--- config.mk ---
export PLATFORM = sky130hd
export DESIGN_NAME = alu_arbiter
export DESIGN_NICKNAME = d
export VERILOG_FILES = /design/src/rtl/alu_arbiter.sv
export SDC_FILE = /design/constraint.sdc
export NUM_CORES = 1
export LEC_CHECK = 0
export BUFFER_PORTS_ARGS = -buffer_cell sky130_fd_sc_hd__buf_2
export CORE_AREA = 2 2 80 82
export CTS_BUF_LIST = sky130_fd_sc_hd__clkbuf_8
export CTS_CLUSTER_SIZE = 24
export DETAILED_ROUTE_END_ITERATION = 8
export DIE_AREA = 0 0 82 84
export GPL_TIMING_DRIVEN = 0
export PLACE_DENSITY = 0.95
export SYNTH_ARGS = -nofsm -noshare
export SYNTH_HDL_FRONTEND = slang
export SYNTH_SLANG_ARGS = --single-unit
--- constraint.sdc ---
create_clock -name clk -period 4.6 [get_ports clk]
set_clock_uncertainty 0.1 [all_clocks]
set_input_delay 0.92 -clock clk [delete_from_list [all_inputs] [get_ports clk]]
set_output_delay 0.92 -clock clk [all_outputs]
set_load 0.02 [all_outputs]
--- src/rtl/alu_arbiter.sv ---
// Two-requester arbiter in front of a single combinational ALU.
// One operation in flight at a time: grant, execute for one cycle, hold the result until consumed.
module alu_arbiter #(
    parameter int RR_MODE = 1
) (
    input  logic         clk,
    input  logic         rst_n,
    input  logic         req_valid0,
    input  logic         req_valid1,
    input  logic [2:0]   req_op0,
    input  logic [2:0]   req_op1,
    input  logic [7:0]   req_a0,
    input  logic [7:0]   req_b0,
    input  logic [7:0]   req_a1,
    input  logic [7:0]   req_b1,
    input  logic         req_cin0,
    input  logic         req_cin1,
    output logic         req_ready0,
    output logic         req_ready1,
    output logic         rsp_valid0,
    output logic         rsp_valid1,
    input  logic         rsp_ready0,
    input  logic         rsp_ready1,
    output logic [8:0]   rsp_data,
    output logic [120:1] alu_oper,
    output logic [7:0]   alu_a,
    output logic [7:0]   alu_b,
    output logic         alu_cin,
    input  logic [7:0]   alu_sum,
    input  logic         alu_cout,
    output logic         busy,
    output logic         owner
);

    // state | meaning
    // IDLE  | waiting for a request; grant happens combinationally here
    // EXEC  | latched operands drive the ALU; result captured at cycle end
    // RESP  | result held for the owner until its rsp_ready
    typedef enum logic [1:0] {IDLE, EXEC, RESP} state_t;

    state_t      state, state_nxt;
    logic        grant_any;
    logic        grant_idx;
    logic        owner_q;
    logic        last_q;
    logic [2:0]  op_q;
    logic [7:0]  a_q;
    logic [7:0]  b_q;
    logic        cin_q;
    logic [8:0]  rsp_data_q;

    function automatic logic [119:0] op_name(input logic [2:0] op);
        logic [119:0] name;
        name = '0;
        case (op)
            3'd0: name = {96'd0, "and"};
            3'd1: name = {56'd0, "subtract"};
            3'd2: name = {40'd0, "subtract_a"};
            3'd3: name = {80'd0, "or_ab"};
            3'd4: name = {72'd0, "and_ab"};
            3'd5: name = {72'd0, "not_ab"};
            3'd6: name = {88'd0, "exor"};
            3'd7: name = {80'd0, "exnor"};
            default: name = {96'd0, "and"};
        endcase
        return name;
    endfunction

    always_comb begin
        state_nxt = state;
        grant_any = 1'b0;
        grant_idx = owner_q;
        case (state)
            IDLE: begin
                if (req_valid0 || req_valid1) begin
                    grant_any = 1'b1;
                    state_nxt = EXEC;
                    if (req_valid0 && req_valid1) begin
                        if (RR_MODE != 0) grant_idx = ~last_q;
                        else              grant_idx = 1'b0;
                    end else begin
                        grant_idx = req_valid1;
                    end
                end
            end
            EXEC: state_nxt = RESP;
            RESP: begin
                if (owner_q ? rsp_ready1 : rsp_ready0) state_nxt = IDLE;
            end
            default: state_nxt = IDLE;
        endcase
    end

    always_ff @(posedge clk or negedge rst_n) begin
        if (!rst_n) begin
            state      <= IDLE;
            owner_q    <= 1'b0;
            last_q     <= 1'b1;
            op_q       <= 3'd0;
            a_q        <= 8'd0;
            b_q        <= 8'd0;
            cin_q      <= 1'b0;
            rsp_data_q <= 9'd0;
        end else begin
            state <= state_nxt;
            if (grant_any) begin
                owner_q <= grant_idx;
                last_q  <= grant_idx;
                if (grant_idx) begin
                    op_q  <= req_op1;
                    a_q   <= req_a1;
                    b_q   <= req_b1;
                    cin_q <= req_cin1;
                end else begin
                    op_q  <= req_op0;
                    a_q   <= req_a0;
                    b_q   <= req_b0;
                    cin_q <= req_cin0;
                end
            end
            if (state == EXEC) rsp_data_q <= {alu_cout, alu_sum};
        end
    end

    // Gated by rst_n so a held request cannot show ready while reset is asserted.
    assign req_ready0 = rst_n && grant_any && !grant_idx;
    assign req_ready1 = rst_n && grant_any &&  grant_idx;
    assign rsp_valid0 = (state == RESP) && !owner_q;
    assign rsp_valid1 = (state == RESP) &&  owner_q;
    assign rsp_data   = rsp_data_q;
    assign alu_oper   = op_name(op_q);
    assign alu_a      = a_q;
    assign alu_b      = b_q;
    assign alu_cin    = cin_q;
    assign busy       = (state != IDLE);
    assign owner      = owner_q;

endmodule

==> run_results.csv <==
group,metric,value,unit
logic_synthesis,synth-seq-cells,33,
clock_tree,cts_sinks,33,
sta,finalSetupViolations,0,
logic_synthesis,ys_warn_count,0,
power,ir_worst_vdd,0.423,mV
worst_setup_path,cp-end-kind,"output port",
sta,slew_headroom,0.513,
clock_tree,cts_resized,0,
global_routing,gr-total-overflow,0,
worst_setup_path,cp.arrival,2.20,ns
logic_synthesis,synth.avg_cell_area,9.71,sq um
hold_path,hold_path_startpoint,"rsp_data[5]",
floorplanning,start_util,0.393,
clock_tree,post-cts-setup-buffers,0,
global_routing,grt_pass1_vias,1998,
worst_setup_path,rr_startpoint,"state[1]",
floorplanning,die_area,6890,sq um
placed_design,gp_congestion,0.812,
worst_setup_path,reg2reg_depth,4,
clock_tree,clk_pin_slew,0.07,ns
route,routed_via_density,4.12,
job,drv_cap,0,
sta,hold_viol_final,0,
placed_design,dp_hpwl,5210,um
finish,final_layout_size_suffix_gt1_frac,0.608,
clock_tree,postCtsHoldBufs,0,
global_routing,grt_pass1_wl,9350,um
worst_setup_path,r2r_slack,2.90,ns
finish,antennaDiodeCount,0,
clock_tree,clkLatencyLatePin,0.28,ns
hold_path,min_to,"rsp_data[5]",
floorplanning,core-area,6100,sq um
power,power,2.54,mW
route,wl_per_cell,11.6,um
worst_setup_path,crit_path_start_kind,"flop",
logic_synthesis,yosysUniqueCellTypes,28,
route,drt_wl_total,6200,um
placed_design,placed_cell_area,3440,sq um
sta,final.period_utilization,0.701,
logic_synthesis,syn-instance-count,247,
sta,period_needed,3.22,ns
finish,fin_nets,518,
floorplanning,pin_count,207,
sta,max_freq,0.310,GHz
finish,fillCellCount,517,
global_routing,grt_max_degree,36,
finish,utilization,0.583,
clock_tree,root_buffer,"clkbuf_8",
route,drt_pass1_iterations,4,
placed_design,numPortBuffers,143,
placed_design,pre_cts_slack,1.60,ns
route,drc,0,
hold_path,min_path_cells,1,
sta,rsz0062_at_grt,"false",
global_routing,antenna_found_initial,0,
worst_setup_path,path_class,"reg2out",
logic_synthesis,syn_area,2400,sq um
finish,syn_to_final_growth,48.2,%
floorplanning,num_rows,29,
power,powerDensity,716,nW/um^2
global_routing,grt_usage,0.173,
clock_tree,cts_buffers,5,
clock_tree,h-tree-depth,2,
sta,worstMarginPinSlew,0.731,ns
status,status,"complete, no violations",
worst_setup_path,cp.required,3.58,ns
route,ant_nets,0,
clock_tree,cts_tree,"done",
sta,timing.setup.tns,0,ns
floorplanning,die_h,84,um
worst_setup_path,path_max_fanout,9,
route,via_count,2209,
floorplanning,die-width,82,um
power,p_leak,2.05,nW
sta,setup_slack,1.38,ns
finish,stdcell_area,3550,sq um
logic_synthesis,ys_seq_area_frac,0.345,
sta,drv_slew,0,
worst_setup_path,rr_endpoint,"alu_b[1]",
hold_path,hold_class,"reg2reg",
route,drt_iter0_drc,49,
clock_tree,clockBufferDepth,2,
flip-flops by register name, indices dropped and copies added, names as in the netlist:
register,flops
alu_cin,1
state,2
op_q,3
last_q,1
alu_b,8
rsp_data,9
alu_a,8
owner,1
worst max path at each step:
stage	from	end	slack (ns)	cells past startpoint
after floorplan	op_q[1]	alu_oper[39]	1.60	6
after global placement	rst_n	req_ready0	1.61	3
after detailed placement	rst_n	req_ready0	1.60	3
after CTS	op_q[1]	alu_oper[62]	1.34	6
after global routing	op_q[1]	alu_oper[62]	1.13	6
final	op_q[1]	alu_oper[62]	1.38	6
cell type report:
| type | count | area [sq um] | area share |
|---|---|---|---|
| Multi-Input combinational cell | 162 | 1000 | 0.282 |
| Sequential cell | 33 | 827 | 0.233 |
| Buffer | 107 | 773 | 0.218 |
| Timing Repair Buffer | 143 | 716 | 0.201 |
| Tap cell | 77 | 96.3 | 0.0271 |
| Clock buffer | 5 | 68.8 | 0.0194 |
| Clock inverter | 3 | 46.3 | 0.0130 |
| Inverter | 6 | 22.5 | 0.00634 |
routing by layer:
layer,vias up,share of wire,global-route usage
met1,975,0.36,0.188
met4,0,0.016,0.0591
met5,-,0,0
met3,10,0.089,0.0303
li1,1103,-,-
met2,121,0.53,0.325
layout by cell type (no fill, tap or decap), types with 6 or more instances in the layout:
cell	synthesis	routed
inv_1	6	6
o21ai_0	6	6
clkbuf_1	8	8
buf_2	3	146
or3_1	20	20
conb_1	2	63
buf_4	94	94
o221a_2	20	20
nor2_1	9	9
dfrtp_1	32	32
kinds of logic (layout without fill, tap and decap cells):
group / Yosys count / in the layout / synth area share
buffers and inverters: 113 / 264 / 0.332
multiplexers: 10 / 10 / 0.0470
AND/OR/NAND/NOR: 50 / 50 / 0.118
adder cells (fa/ha/maj): 5 / 5 / 0.0261
other: 2 / 63 / 0.00313
flip-flops: 33 / 33 / 0.345
AO/OA/AOI/OAI: 34 / 34 / 0.128
synth_stat cells:
library cell / n / area (sq um)
buf_4: 94 / 706
dfrtp_1: 32 / 801
o221a_2: 20 / 225
or3_1: 20 / 125
nor2_1: 9 / 33.8
clkbuf_1: 8 / 30.0
inv_1: 6 / 22.5
o21ai_0: 6 / 30.0
and2_1: 5 / 31.3
ha_1: 5 / 62.6
mux2_1: 5 / 56.3
mux2_2: 5 / 56.3
nand2_1: 5 / 18.8
a21oi_1: 3 / 15.0
buf_2: 3 / 15.0
nand2b_1: 3 / 18.8
buf_6: 2 / 22.5
conb_1: 2 / 7.51
nor2b_1: 2 / 12.5
nor3b_1: 2 / 15.0
o21a_1: 2 / 15.0
or2_2: 2 / 12.5
a21boi_0: 1 / 7.51
a21boi_1: 1 / 7.51
a21o_1: 1 / 7.51
dfstp_2: 1 / 26.3
nand3_1: 1 / 5.00
or3b_4: 1 / 11.3
critical path, cell delays in order, from the launching register on:
cell      delay (ns)
dfrtp_1         0.40
clkbuf_1        0.33
inv_1           0.12
ha_1            0.32
nor2b_1         0.41
buf_4           0.19
buf_2           0.15
through the flow:
| stage | hold slack, ns | instances |
|---|---|---|
| CTS | 0.391 | 536 |
| floorplan | 0.423 | 308 |
| finish | 0.390 | 536 |
| global route | 0.397 | 536 |
| global placement | 0.373 | 528 |
| detailed placement | 0.375 | 528 |
report_power, final:
part	switching [mW]	internal, mW
Combinational	1.02	0.715
Clock	0.111	0.162
Sequential	0.0952	0.439
Total	1.23	1.32
(Power assumes the default switching activity.)
